### src/rtl/add_pkg.sv
// Shared constants and elaboration-time parameter check for the pipelined adder.
package add_pkg;

  localparam logic ADD_MODE = 1'b0;
  localparam logic SUB_MODE = 1'b1;

  function automatic bit params_ok(input int unsigned width, input int unsigned chunk);
    return (chunk >= 1) && (width >= chunk) && ((width % chunk) == 0);
  endfunction

endpackage

### src/rtl/add_chunk.sv
// CHUNK-wide ripple-carry chain of full adders; also exposes the carry into its MSB.
module add_chunk #(
  parameter int unsigned CHUNK = 4
) (
  input  logic [CHUNK-1:0] a,
  input  logic [CHUNK-1:0] b,
  input  logic             ci,
  output logic [CHUNK-1:0] s,
  output logic             co,
  output logic             cmsb
);

  logic [CHUNK:0] c;

  assign c[0] = ci;

  for (genvar i = 0; i < CHUNK; i++) begin : g_fa
    fa u_fa (
      .a  (a[i]),
      .b  (b[i]),
      .ci (c[i]),
      .s  (s[i]),
      .co (c[i+1])
    );
  end

  assign co   = c[CHUNK];
  assign cmsb = c[CHUNK-1];

endmodule

### src/rtl/fa.sv
// Single-bit full adder cell.
module fa (
  input  logic a,
  input  logic b,
  input  logic ci,
  output logic s,
  output logic co
);

  assign s  = a ^ b ^ ci;
  assign co = (a & b) | (ci & (a ^ b));

endmodule

### src/rtl/add_pipe.sv
// Pipelined add/subtract: one CHUNK-bit ripple stage per register, valid/ready per stage.
module add_pipe
  import add_pkg::*;
#(
  parameter int unsigned WIDTH = 16,
  parameter int unsigned CHUNK = 4
) (
  input  logic             clk,
  input  logic             rst,
  input  logic             in_valid,
  output logic             in_ready,
  input  logic [WIDTH-1:0] a,
  input  logic [WIDTH-1:0] b,
  input  logic             ci,
  input  logic             sub,
  output logic             out_valid,
  input  logic             out_ready,
  output logic [WIDTH-1:0] s,
  output logic             co,
  output logic             ovf
);

  localparam int unsigned STAGES = WIDTH / CHUNK;

  if (!params_ok(WIDTH, CHUNK)) begin : g_param_err
    $error("add_pipe: WIDTH must be a non-zero multiple of CHUNK");
  end

  logic [STAGES-1:0] vld;
  logic [STAGES:0]   rdy;

  always_comb begin
    rdy         = '0;
    rdy[STAGES] = out_ready;
    for (int unsigned i = 0; i < STAGES; i++) begin
      rdy[STAGES-1-i] = !vld[STAGES-1-i] || rdy[STAGES-i];
    end
  end

  assign in_ready = rdy[0];

  // Stage k holds only the operand bits above its chunk, so its operand
  // registers shrink by CHUNK per stage and the last stage has none.
  for (genvar k = 0; k < STAGES; k++) begin : g_st
    localparam int unsigned WIN = WIDTH - CHUNK * k;

    logic [WIN-1:0]   a_in;
    logic [WIN-1:0]   bn_in;
    logic             c_in;
    logic             v_in;
    logic [WIDTH-1:0] res_in;
    logic [CHUNK-1:0] sum;
    logic             cout;
    logic             cmsb;
    logic [WIDTH-1:0] res_d;

    logic             valid_q;
    logic             carry_q;
    logic [WIDTH-1:0] res_q;

    if (k == 0) begin : g_src
      assign a_in   = a;
      assign bn_in  = (sub == SUB_MODE) ? ~b  : b;
      assign c_in   = (sub == SUB_MODE) ? ~ci : ci;
      assign v_in   = in_valid;
      assign res_in = '0;
    end else begin : g_src
      assign a_in   = g_st[k-1].g_op.a_q;
      assign bn_in  = g_st[k-1].g_op.bn_q;
      assign c_in   = g_st[k-1].carry_q;
      assign v_in   = g_st[k-1].valid_q;
      assign res_in = g_st[k-1].res_q;
    end

    add_chunk #(.CHUNK(CHUNK)) u_chunk (
      .a    (a_in[CHUNK-1:0]),
      .b    (bn_in[CHUNK-1:0]),
      .ci   (c_in),
      .s    (sum),
      .co   (cout),
      .cmsb (cmsb)
    );

    assign res_d  = res_in | (WIDTH'(sum) << (CHUNK * k));
    assign vld[k] = valid_q;

    always_ff @(posedge clk or posedge rst) begin
      if (rst) begin
        valid_q <= 1'b0;
        carry_q <= 1'b0;
        res_q   <= '0;
      end else if (rdy[k]) begin
        valid_q <= v_in;
        carry_q <= cout;
        res_q   <= res_d;
      end
    end

    if (k < STAGES - 1) begin : g_op
      logic [WIN-CHUNK-1:0] a_q;
      logic [WIN-CHUNK-1:0] bn_q;
      logic                 cmsb_unused;

      assign cmsb_unused = cmsb;

      always_ff @(posedge clk or posedge rst) begin
        if (rst) begin
          a_q  <= '0;
          bn_q <= '0;
        end else if (rdy[k]) begin
          a_q  <= a_in[WIN-1:CHUNK];
          bn_q <= bn_in[WIN-1:CHUNK];
        end
      end
    end else begin : g_last
      logic ovf_q;

      always_ff @(posedge clk or posedge rst) begin
        if (rst) begin
          ovf_q <= 1'b0;
        end else if (rdy[k]) begin
          ovf_q <= cmsb ^ cout;
        end
      end
    end
  end

  assign out_valid = g_st[STAGES-1].valid_q;
  assign s         = g_st[STAGES-1].res_q;
  assign co        = g_st[STAGES-1].carry_q;
  assign ovf       = g_st[STAGES-1].g_last.ovf_q;

endmodule

### config.mk
export PLATFORM = sky130hd
export DESIGN_NAME = add_pipe
export DESIGN_NICKNAME = d
export VERILOG_FILES = /design/src/rtl/add_pkg.sv /design/src/rtl/add_chunk.sv /design/src/rtl/fa.sv /design/src/rtl/add_pipe.sv
export SDC_FILE = /design/constraint.sdc
export NUM_CORES = 1
export LEC_CHECK = 0
export ABC_AREA = 0
export CAP_MARGIN = 20
export CORE_MARGIN = 5
export CORE_UTILIZATION = 40
export DETAILED_ROUTE_END_ITERATION = 16
export SLEW_MARGIN = 30
export SYNTH_ARGS = -nofsm -noshare
export SYNTH_HDL_FRONTEND = slang
export SYNTH_SLANG_ARGS = --single-unit
### constraint.sdc
create_clock -name clk -period 4 [get_ports clk]
set_input_delay 0.6 -clock clk [delete_from_list [all_inputs] [get_ports clk]]
set_output_delay 0.6 -clock clk [all_outputs]
set_load 0.01 [all_outputs]
* Yosys cells after proc, flatten, opt, wreduce, memory -nomap -nowiden
Cells that the tools add are included.
** Word-level totals
- Flip-flop bits (word level) :: 109
- Input port bits :: 38
- Output and inout port bits :: 20
- Word-level logic and storage cells :: 115
** Cells by class
- Muxes and demuxes :: 2
- Bitwise gates (word level) :: 86
- Reductions and logical operators :: 8
** Operator list (number)
- 1-bit XOR :: 33
- 1-bit bitwise AND :: 32
- 16-bit 2-to-1 mux :: 1
- 16-bit inverter :: 1
- 1-bit OR :: 16
- 16-bit by 12-bit OR with 16-bit output :: 1
- 16-bit OR :: 1
- 4-bit by 8-bit OR with 8-bit output :: 1
- 1-bit logical NOT :: 4
- 1-bit logical OR :: 4
- 1-bit 2-to-1 mux :: 1
- 1-bit inverter :: 1

* Logic depth before layout (Yosys ltp)
Gate-level depths: netlist of the first run.
- Depth after elaboration :: 11
- Depth in mapped cells :: 9
- Gate-level depth less buffers :: 9

* Modules after synthesis
From an unflattened synthesis of the first run, not the netlist that was laid out.
** Unflattened totals
- Cell total of the unflattened synthesis :: 313
- Area total of the unflattened synthesis :: 4117.7 um^2
** Modules (own cells, without submodules)
- add_pipe :: instances 1, cells each 297, area an instance 3797.4 um^2, seq. area each 2427.3 um^2
- fa :: instances 16, cells each 1, area an instance 20.0 um^2, seq. area each 0.0 um^2

* Least setup slack after synthesis of the first run
No wires, ideal clock.
- Path kind :: input -> register
- Start point :: input port sub
- End point :: register g_st[0].res_q[3]
- Setup time :: 0.125 ns
- Data arrival time :: 3.053 ns
- Data required time :: 3.875 ns
- Setup slack :: 0.822 ns
- Stages on the path :: 9
- Path buffers :: 2
- Cell sequence :: buf_2 > buf_2 > xnor2_1 > fa_1 > fa_1 > fa_1 > inv_1 > fa_1 > mux2_4
** On the way
- Cells in the longest elaborated chain, start to end :: 9
- Elaborated cells on any way between the ends :: 16
- Those cells by class :: mux (2); bitwise (14)
** Ends and longest elaborated chain
- from (decl) :: line add_pipe.sv:15 : input logic sub,
- 16-bit 2-to-1 mux :: line add_pipe.sv:63 : assign bn_in = (sub == SUB_MODE) ? ~b : b;
- 1-bit XOR :: line fa.sv:11 : assign co = (a & b) | (ci & (a ^ b));
- 1-bit bitwise AND :: line fa.sv:11
- 1-bit OR :: line fa.sv:11
- 1-bit bitwise AND :: line fa.sv:11
- 1-bit OR :: line fa.sv:11
- 1-bit bitwise AND :: line fa.sv:11
- 1-bit OR :: line fa.sv:11
- 1-bit XOR * :: line fa.sv:10 : assign s = a ^ b ^ ci;
- via g_st[0].u_chunk.g_fa[3].u_fa.s :: line fa.sv:6 : output logic s,
- to (signal assigned) :: line add_pipe.sv:95 : res_q <= res_d;
- to (decl) :: line add_pipe.sv:59 : logic [WIDTH-1:0] res_q;
The timed path passes the listed nets; every way through them passes the cells marked *.
A chain may end at the register's enable or synchronous reset.

* Worst setup path after layout of the first run
Same ends and word-level chain as after synthesis.

==> impl.org, run 1 <==
** Pwr
- Proportion of power drawn by combinational gates :: 0.275
- Summing internal, switching and leakage power gives 0.002917 W.
- The internal power of the cells totals 0.002081 W.
- Of the total power, the share spent switching nets is 0.2864.
- Worst ir drop on vdd :: 0.1835 mV
- Clock power share :: 0.236
- Summed over all nets, the switching power comes to 0.0008354 W.
- Static leakage :: 2.283 nW
- The share of total power dissipated in sequential elements is 0.488.
- Total power density per cell area :: 571.3 nW/µm²

** Floorplanning
- Die area :: 12610 µm²
- The initial utilization of the core area, before any placement, comes to 0.4071.
- Pin placement for this block handled 58 I/O pins.
- The region available for standard cell placement spans 10280 µm².
- From left edge to right edge, the die measures 112.3 µm.
- Row generation in the floorplan step produced 37 rows.
- The floorplan step set the die height to 112.3 µm.

** Layout
- Fill cells :: 978
- Relative to the synthesized area, the layout overhead comes to 22.01%.
- Of the cells placed in the final design, the portion with a size suffix greater than 1 is 0.1663.
- The number of antenna diodes in the final layout is 0.
- Count of nets after finishing :: 458
- Final Util :: 0.4967

** Timing
- For the pin with the worst max-slew slack, the measured transition is 623.7 ps.
- Total Neg Setup Slack :: 0 ps
- Setup repair after global routing missed its margin :: false
- For the final database, setup skew stands at 8.779 ps.
- Setup violators final :: 0
- In the finished design, the share of the clock period the worst path needs comes to 0.8019.
- The number of pins with negative max-slew slack in the final report came to 0.
- Achievable frequency :: 0.3118 GHz
- The worst path needs 3208 ps of the cycle, external delays included.
- The final hold violation count is 0.
- Rel. slew slack :: 0.5842
- Smallest setup slack after layout :: 792.4 ps

** GRT
- GRT Total Usage :: 0.1208
- Entering global routing, the biggest net connects 73 pins.
- Antenna violations before repair :: 0
- Global-route wire length before repair :: 12520 µm
- For this run the aggregate overflow at the end of global routing stands at 0.
- Number of global-route vias before repair :: 2619

** Synth
- Cell type with the largest total area after synthesis :: sky130_fd_sc_hd__dfrtp_1
- Part of the Yosys area used for sequential elements :: 0.5801
- Register bit count reported by yosys :: 97
- Dominant cells by area after synthesis :: sky130_fd_sc_hd__dfrtp_1 58%, sky130_fd_sc_hd__mux2_2 9.2%, sky130_fd_sc_hd__fa_1 7.7%
- After synthesis, the mean cell area works out to 11.99 µm².
- In this run the cell area of the synthesized design comes to 4184 µm².
- Area share of the leading cell type in the synthesized netlist :: 0.5801
- Count of warnings emitted by yosys :: 0
- Synthesis produced a netlist with a net count of 403.
- Number of cells produced by synthesis :: 349
- The netlist uses 22 different library cells.

** Worst hold path
- Path category of the worst min-delay check :: flip-flop to flip-flop

** Detailed routing
- Summed over all layers, the routed wires come to 7053 µm.
- The first TritonRoute pass finished after 4 iterations.
- Routed vias/inst :: 4.495
- For this run, design rule violations remaining after detail routing come to 0.
- In this run, the number of DRC markers left after iteration 0 of detailed routing was 74.
- For this block, the via count after detailed routing is 2450.
- DRT antenna net count :: 0
- DR WL/cell :: 12.94 µm

** Critical path
- Top delay family on crit path :: adder cells
- Most used cell, CP :: sky130_fd_sc_hd__fa_1
- CP startpoint kind :: primary input
- Kind of critical path :: primary input to flip-flop
- Signal arrival time at the worst endpoint :: 3450 ps
- At the worst endpoint, the required time is 4250 ps.
- Buf/Inv on CP :: 2
- Setup crit end kind :: flip-flop
- Max FO, Critical Path :: 8
- Critical-path top delay cell :: sky130_fd_sc_hd__clkdlybuf4s50_1
- For this run, the slowest stage of the critical path takes 730 ps.
- Sequence of cells on the critical path :: clkdlybuf4s50_1, xnor2_1, fa_1, fa_1, fa_1, inv_1, fa_1, mux2_4

** Flow run
- Number of violations of the max-capacitance limit :: 0

** Clock network
- After clock tree synthesis, the clock-pin slew on the worst setup and hold paths is 90 ps.
- Root Driver :: sky130_fd_sc_hd__clkbuf_8
- Clock Sink Count :: 97
- Number of buffers inserted during clock tree synthesis :: 9
- TritonCTS built the clock tree.
- Buffers inserted to repair hold after CTS numbered 0.
- Counting along the longest clock path gives a buffer depth of 2.
- Post-CTS repair changed the size of 0 cells.
- Post-CTS Setup Bufs :: 0
- The H-tree was split into 3 levels.
- The clock reaches the later pin of the worst-skew pair after 350 ps.

** Placed design
- Routability-driven placement finished with a final weighted congestion of 0.7783.
- Input and output buffers added on the ports amount to 57.
- Placed wire-length estimate :: 5067 µm
- Setup slack at placement :: 416.6 ps

** Status
- The run finished with clean final reports.
cell families (layout without fill, tap and decap cells):
family          count (synthesis)  count (layout)  synth area share
xor+xnor                       18              18           0.03768
fa+ha+maj                      16              16           0.07656
buf+inv                        47             107           0.04815
compound gates                 33              33           0.03947
mux                            42              42            0.1202
simple gates                   96              96           0.09779
flops                          97              97            0.5801
cells in the final DEF, fill, tap and decap left out, drive strengths merged:
cell,n
nand3b,1
xnor2,16
dfrtp,97
and4b,1
clkbuf,9
clkinv,2
and2,1
nand4b,1
nand2b,5
inv,28
o21ai,23
clkinvlp,2
xor2,2
buf,7
bufinv,2
mux2,42
nor2,10
clkdlybuf4s50,57
fa,16
nand2,62
a21oi,10
nand3,15
per-stage QoR:
| step | instances | hold WS, ps | area, µm² |
|---|---|---|---|
| after floorplan | 349 | 433.1 | 4184 |
| after global placement | 529 | 448.5 | 4882 |
| after detailed placement | 529 | 454.7 | 4882 |
| after CTS | 545 | 476.4 | 5100 |
| after global routing | 545 | 497.9 | 5105 |
| final | 545 | 470.5 | 5105 |
path summary, 6_finish.rpt:
| path | start | endpoint | slack (ps) | cells after the start |
|---|---|---|---|---|
| max | sub | g_st[0].res_q[3]$_DFFE_PP0P_ | 790 | 8 |
| min | g_st[1].g_op.bn_q[6]$_DFFE_PP0P_ | g_st[1].g_op.bn_q[6]$_DFFE_PP0P_ | 470 | 2 |
| max reg2reg | g_st[2].carry_q$_DFFE_PP0P_ | ovf$_DFFE_PP0P_ | 1710 | 9 |
| min reg2reg | g_st[1].g_op.bn_q[6]$_DFFE_PP0P_ | g_st[1].g_op.bn_q[6]$_DFFE_PP0P_ | 470 | 2 |
| max in group asynchronous | rst | g_st[1].g_op.a_q[3]$_DFFE_PP0P_ | 2620 | 3 |
| min in group asynchronous | rst | s[5]$_DFFE_PP0P_ | 710 | 2 |
synthesized netlist by cell type, drive strengths merged:
library cell	n
dfrtp	97
nand2	62
mux2	42
inv	27
o21ai	23
fa	16
xnor2	16
nand3	15
clkbuf	14
a21oi	10
nor2	10
buf	6
nand2b	5
xor2	2
and2	1
and4b	1
nand3b	1
nand4b	1
power groups by stage:
stage / registers (W) / clock network (W) / logic [W]
global route: 0.00147 / 0.000745 / 0.000910
floorplan: 0.00145 / 0 / 0.000455
global placement: 0.00144 / 0 / 0.000802
detailed placement: 0.00145 / 0 / 0.000820
finish: 0.00142 / 0.000689 / 0.000803
CTS: 0.00143 / 0.000705 / 0.000824
sequential cells by signal, summed over array words and instances, names as in the netlist:
| signal | cells |
|---|---|
| ovf | 1 |
| g_st.carry_q | 3 |
| s | 16 |
| g_st.g_op.a_q | 24 |
| co | 1 |
| out_valid | 1 |
| g_st.res_q | 24 |
| g_st.g_op.bn_q | 24 |
| g_st.valid_q | 3 |
metal layers:
layer  wire length, µm  global-route usage
met5                 0                   0
met4                95             0.04327
met3               303             0.02911
met2              3022              0.1712
met1              3632              0.1807
worst min-delay path: stages, from the launching register on:
cell                      delay, ps
sky130_fd_sc_hd__dfrtp_1        350
sky130_fd_sc_hd__nand2_1         50
sky130_fd_sc_hd__nand2_1         50
layout make-up:
cell class / instances / area, µm² / area share
Tap cell: 136 / 170.2 / 0.03333
Sequential cell: 97 / 2427 / 0.4755
Clock inverter: 7 / 93.84 / 0.01838
Clock buffer: 9 / 123.9 / 0.02426
Multi-Input combinational cell: 205 / 1558 / 0.3051
Inverter: 27 / 108.9 / 0.02132
Timing Repair Buffer: 64 / 623.1 / 0.1221
Note: power is estimated with default switching activity, not from simulation.
==> run 2, diff against run 1 <==
- clock period: 4 -> 2.6 ns (I/O delays scaled with it)
==> impl.org, run 2 (synthesized netlist as in run 1, its figures left out) <==
** Clock network
- The sink count of the clock tree was 97 (unchanged).
- The cell sitting at the root of the clock tree is a sky130_fd_sc_hd__clkbuf_8.
- The CTS buffer count is 9 (unchanged).
- Clock tree buffer depth :: 2 (unchanged)
- The latest clock arrival within the worst-skew pair came to 360 ps (about the same).
- The post-CTS repair timing setup buffer count came to 0 (unchanged).
- TritonCTS built the clock tree.
- Clock transition at path regs :: 90 ps (about the same)
- CTS H-tree lvls :: 3 (unchanged)

** Timing
- Setup violators final :: 0 (unchanged)
- Share of the clock period used by the worst path :: 0.9640
- Min Clock Period, post-route :: 2506 ps
- The number of pins with negative max-slew slack in the final report came to 0 (unchanged).
- Setup repair after global routing left no endpoint under its margin.
- The transition time at the pin with the least slew margin is 664.7 ps (+41.03 ps).
- The final hold violation count is 0 (unchanged).
- The worst hold slack across all endpoints is 468.6 ps (-1.957 ps).
- Timing would allow up to 0.3990 GHz.
- The worst-case clock skew is 11.97 ps (+3.190 ps).
- The worst slew margin relative to its limit is 0.5559 (-0.02829).
- The total negative slack for setup checks is 0 ps (unchanged).

** Detailed routing
- Via count of the routed design :: 2473 (+0.94%)
- Residual DRC :: 0 (unchanged)
- The final routed wirelength across all metal layers came to 7101 µm (+0.68%).
- DRT antenna net count :: 0 (unchanged)
- The detailed-router iteration count before antenna repair is 4 (unchanged).
- DR WL/cell :: 12.91 µm (-0.23%)
- The initial detailed-routing violation count came to 105 (+42%).
- Routed vias/inst :: 4.496 (about the same)

** Pwr
- Total power density per cell area :: 854.7 nW/µm² (+50%)
- The total internal power came to 0.003118 W (+50%).
- The share of total power in combinational logic came to 0.286 (+0.011).
- Switching power summed over all nets :: 0.001287 W (+54%)
- The part of the power in the clock network is 0.218 (-0.018).
- The leakage power is 2.319 nW (+1.6%).
- The share of total power in sequential cells is 0.497 (+0.009).
- The switching fraction of total power came to 0.2922 (+0.005734).
- The largest vdd supply drop was 0.3307 mV (+80%).

** Floorplanning
- The count of pins on the block boundary was 58 (unchanged).
- Die height :: 112.3 µm (unchanged)
- The area of the die came to 12610 µm² (unchanged).
- Core Rows :: 37 (unchanged)
- The die boundary width is 112.3 µm (unchanged).
- The starting density of the core came to 0.4071 (unchanged).
- The area of the core is 10280 µm² (unchanged).

** Placed design
- The number of input and output port buffers inserted was 57 (unchanged).
- The half-perimeter wire length after detailed placement is 5202 µm (+2.7%).
- The cell total after placement came to 534 (+0.95%).
- Gp weighted congestion :: 0.7378 (-5.2%)

** Critical path
- The worst setup path is captured at a flip-flop.
- CP startpoint kind :: primary input
- The peak fanout along the critical path was 1 (-7).
- Kind of critical path :: primary input to flip-flop
- The required time of the critical path came to 2850 ps (-1400 ps).
- The data arrival time of the critical path came to 2750 ps (-700 ps).

** Layout
- The proportion of layout cells with a drive suffix above 1 is 0.1812 (+0.01490).
- Number of non-filler instances in the completed layout :: 550 (+0.92%)
- The net count reported at finish is 463 (+1.1%).
- The number of antenna cells inserted came to 0 (unchanged).
- Most used cells in the layout excluding fill and tap cells :: 97 x sky130_fd_sc_hd__dfrtp_1, 62 x sky130_fd_sc_hd__nand2_1, 55 x sky130_fd_sc_hd__clkdlybuf4s50_1, 34 x sky130_fd_sc_hd__mux2_2, 25 x sky130_fd_sc_hd__inv_1
- Sequential cell area :: 2427 µm² (unchanged)
- The largest registers in the layout are g_st.g_op.a_q: 24 flops, g_st.g_op.bn_q: 24 flops, g_st.res_q: 24 flops.
- Synth-to-Final Area Change :: 23.18%
- Combined area of the multi-input logic cells :: 1568 µm² (+0.64%)
- Leaving out fill and tap cells, the most frequent cell in the layout is sky130_fd_sc_hd__dfrtp_1.
- Fill cells :: 954 (-2.5%)

** Status
- The flow ran to the end, and the final reports show no timing, DRC or antenna violations.

** GRT
- The initial antenna violation count is 0 (unchanged).
- The via count of the first global-routing pass was 2626 (+0.27%).
- Remaining global-route overflow :: 0 (unchanged)
- The wire length of the first global-routing pass is 12740 µm (+1.8%).
- Largest net degree at the start of global routing :: 40 (-45%)
- GRT Total Usage :: 0.1243 (+0.003539)

** Worst hold path
- The worst hold path belongs to the class primary input to asynchronous set/reset pin.

** Flow run
- Number of violations of the max-capacitance limit :: 0 (unchanged)
==> run 2: changes by cell type in the layout (fill, tap and decap cells not counted), moves of 2 or more <==
cell	delta
sky130_fd_sc_hd__buf_4	+3
sky130_fd_sc_hd__buf_12	+2
sky130_fd_sc_hd__clkdlybuf4s50_1	-2
sky130_fd_sc_hd__fa_1	-2
sky130_fd_sc_hd__fa_2	+2
==> run 2: critical path: stages <==
cell                              delay [ps]
sky130_fd_sc_hd__clkdlybuf4s50_1         410
sky130_fd_sc_hd__xnor2_1                 140
sky130_fd_sc_hd__fa_2                    360
sky130_fd_sc_hd__fa_2                    350
sky130_fd_sc_hd__fa_1                    360
sky130_fd_sc_hd__inv_1                    80
sky130_fd_sc_hd__fa_1                    400
sky130_fd_sc_hd__mux2_4                  260
==> run 2: metrics by stage <==
step / setup slack, ps / power, W / instance area (µm²) / utilization
after floorplan: -286.3 / 0.002928 / 4190 / -
after global placement: -499.0 / 0.003468 / 4946 / 0.4813
after detailed placement: -556.0 / 0.003511 / 4946 / 0.4813
after CTS: 54.36 / 0.004476 / 5144 / 0.5005
after global routing: 48.70 / 0.004745 / 5154 / 0.5015
final: 93.70 / 0.004405 / 5154 / 0.5015
==> run 2: worst paths after layout <==
kind,startpoint,end,slack (ps),cells past startpoint
worst max-delay path,ci,g_st[0].res_q[3]$_DFFE_PP0P_,90,8
worst min-delay path,rst,g_st[0].g_op.a_q[8]$_DFFE_PP0P_,470,2
worst max register to register,g_st[2].carry_q$_DFFE_PP0P_,s[15]$_DFFE_PP0P_,320,8
worst min register to register,g_st[1].g_op.bn_q[6]$_DFFE_PP0P_,g_st[1].g_op.bn_q[6]$_DFFE_PP0P_,470,2
max in group asynchronous,rst,g_st[1].carry_q$_DFFE_PP0P_,1520,3
min in group clk,g_st[1].g_op.bn_q[6]$_DFFE_PP0P_,g_st[1].g_op.bn_q[6]$_DFFE_PP0P_,470,2
==> run 2: layout make-up <==
cell class | count | share of cell area
inverters | 27 | 0.02088
repair buffers | 69 | 0.1333
clock buffers | 9 | 0.02404
flip-flops and latches | 97 | 0.4710
multi-input cells | 205 | 0.3042
clock inverters | 7 | 0.01360
well taps | 136 | 0.03302
==> run 2: routing by layer <==
metal  routed length [µm]  GRT usage  vias up
li1                     -          -     1231
met1                 3566     0.1789     1182
met2                 3135     0.1839       50
met3                  281    0.02965       10
met4                  116    0.04567        0
met5                    0          0        -
==> run 2: power by group through the flow <==
stage          clock network (W)  logic [W]  registers (W)
2_1_floorplan                  0   0.000701        0.00223
3_3_place_gp                   0    0.00125        0.00222
3_5_place_dp                   0    0.00128        0.00223
4_1_cts                 0.000994    0.00128        0.00220
5_1_grt                  0.00107    0.00143        0.00225
6_report                0.000959    0.00126        0.00219
==> run 2: repair_timing <==
item | CTS | global route
pin swaps | 0 | 1
cloned | 0 | 0
resized for setup | 3 | 2
endpoints found under the setup margin | 1 | 1
hold buffers | 0 | 0
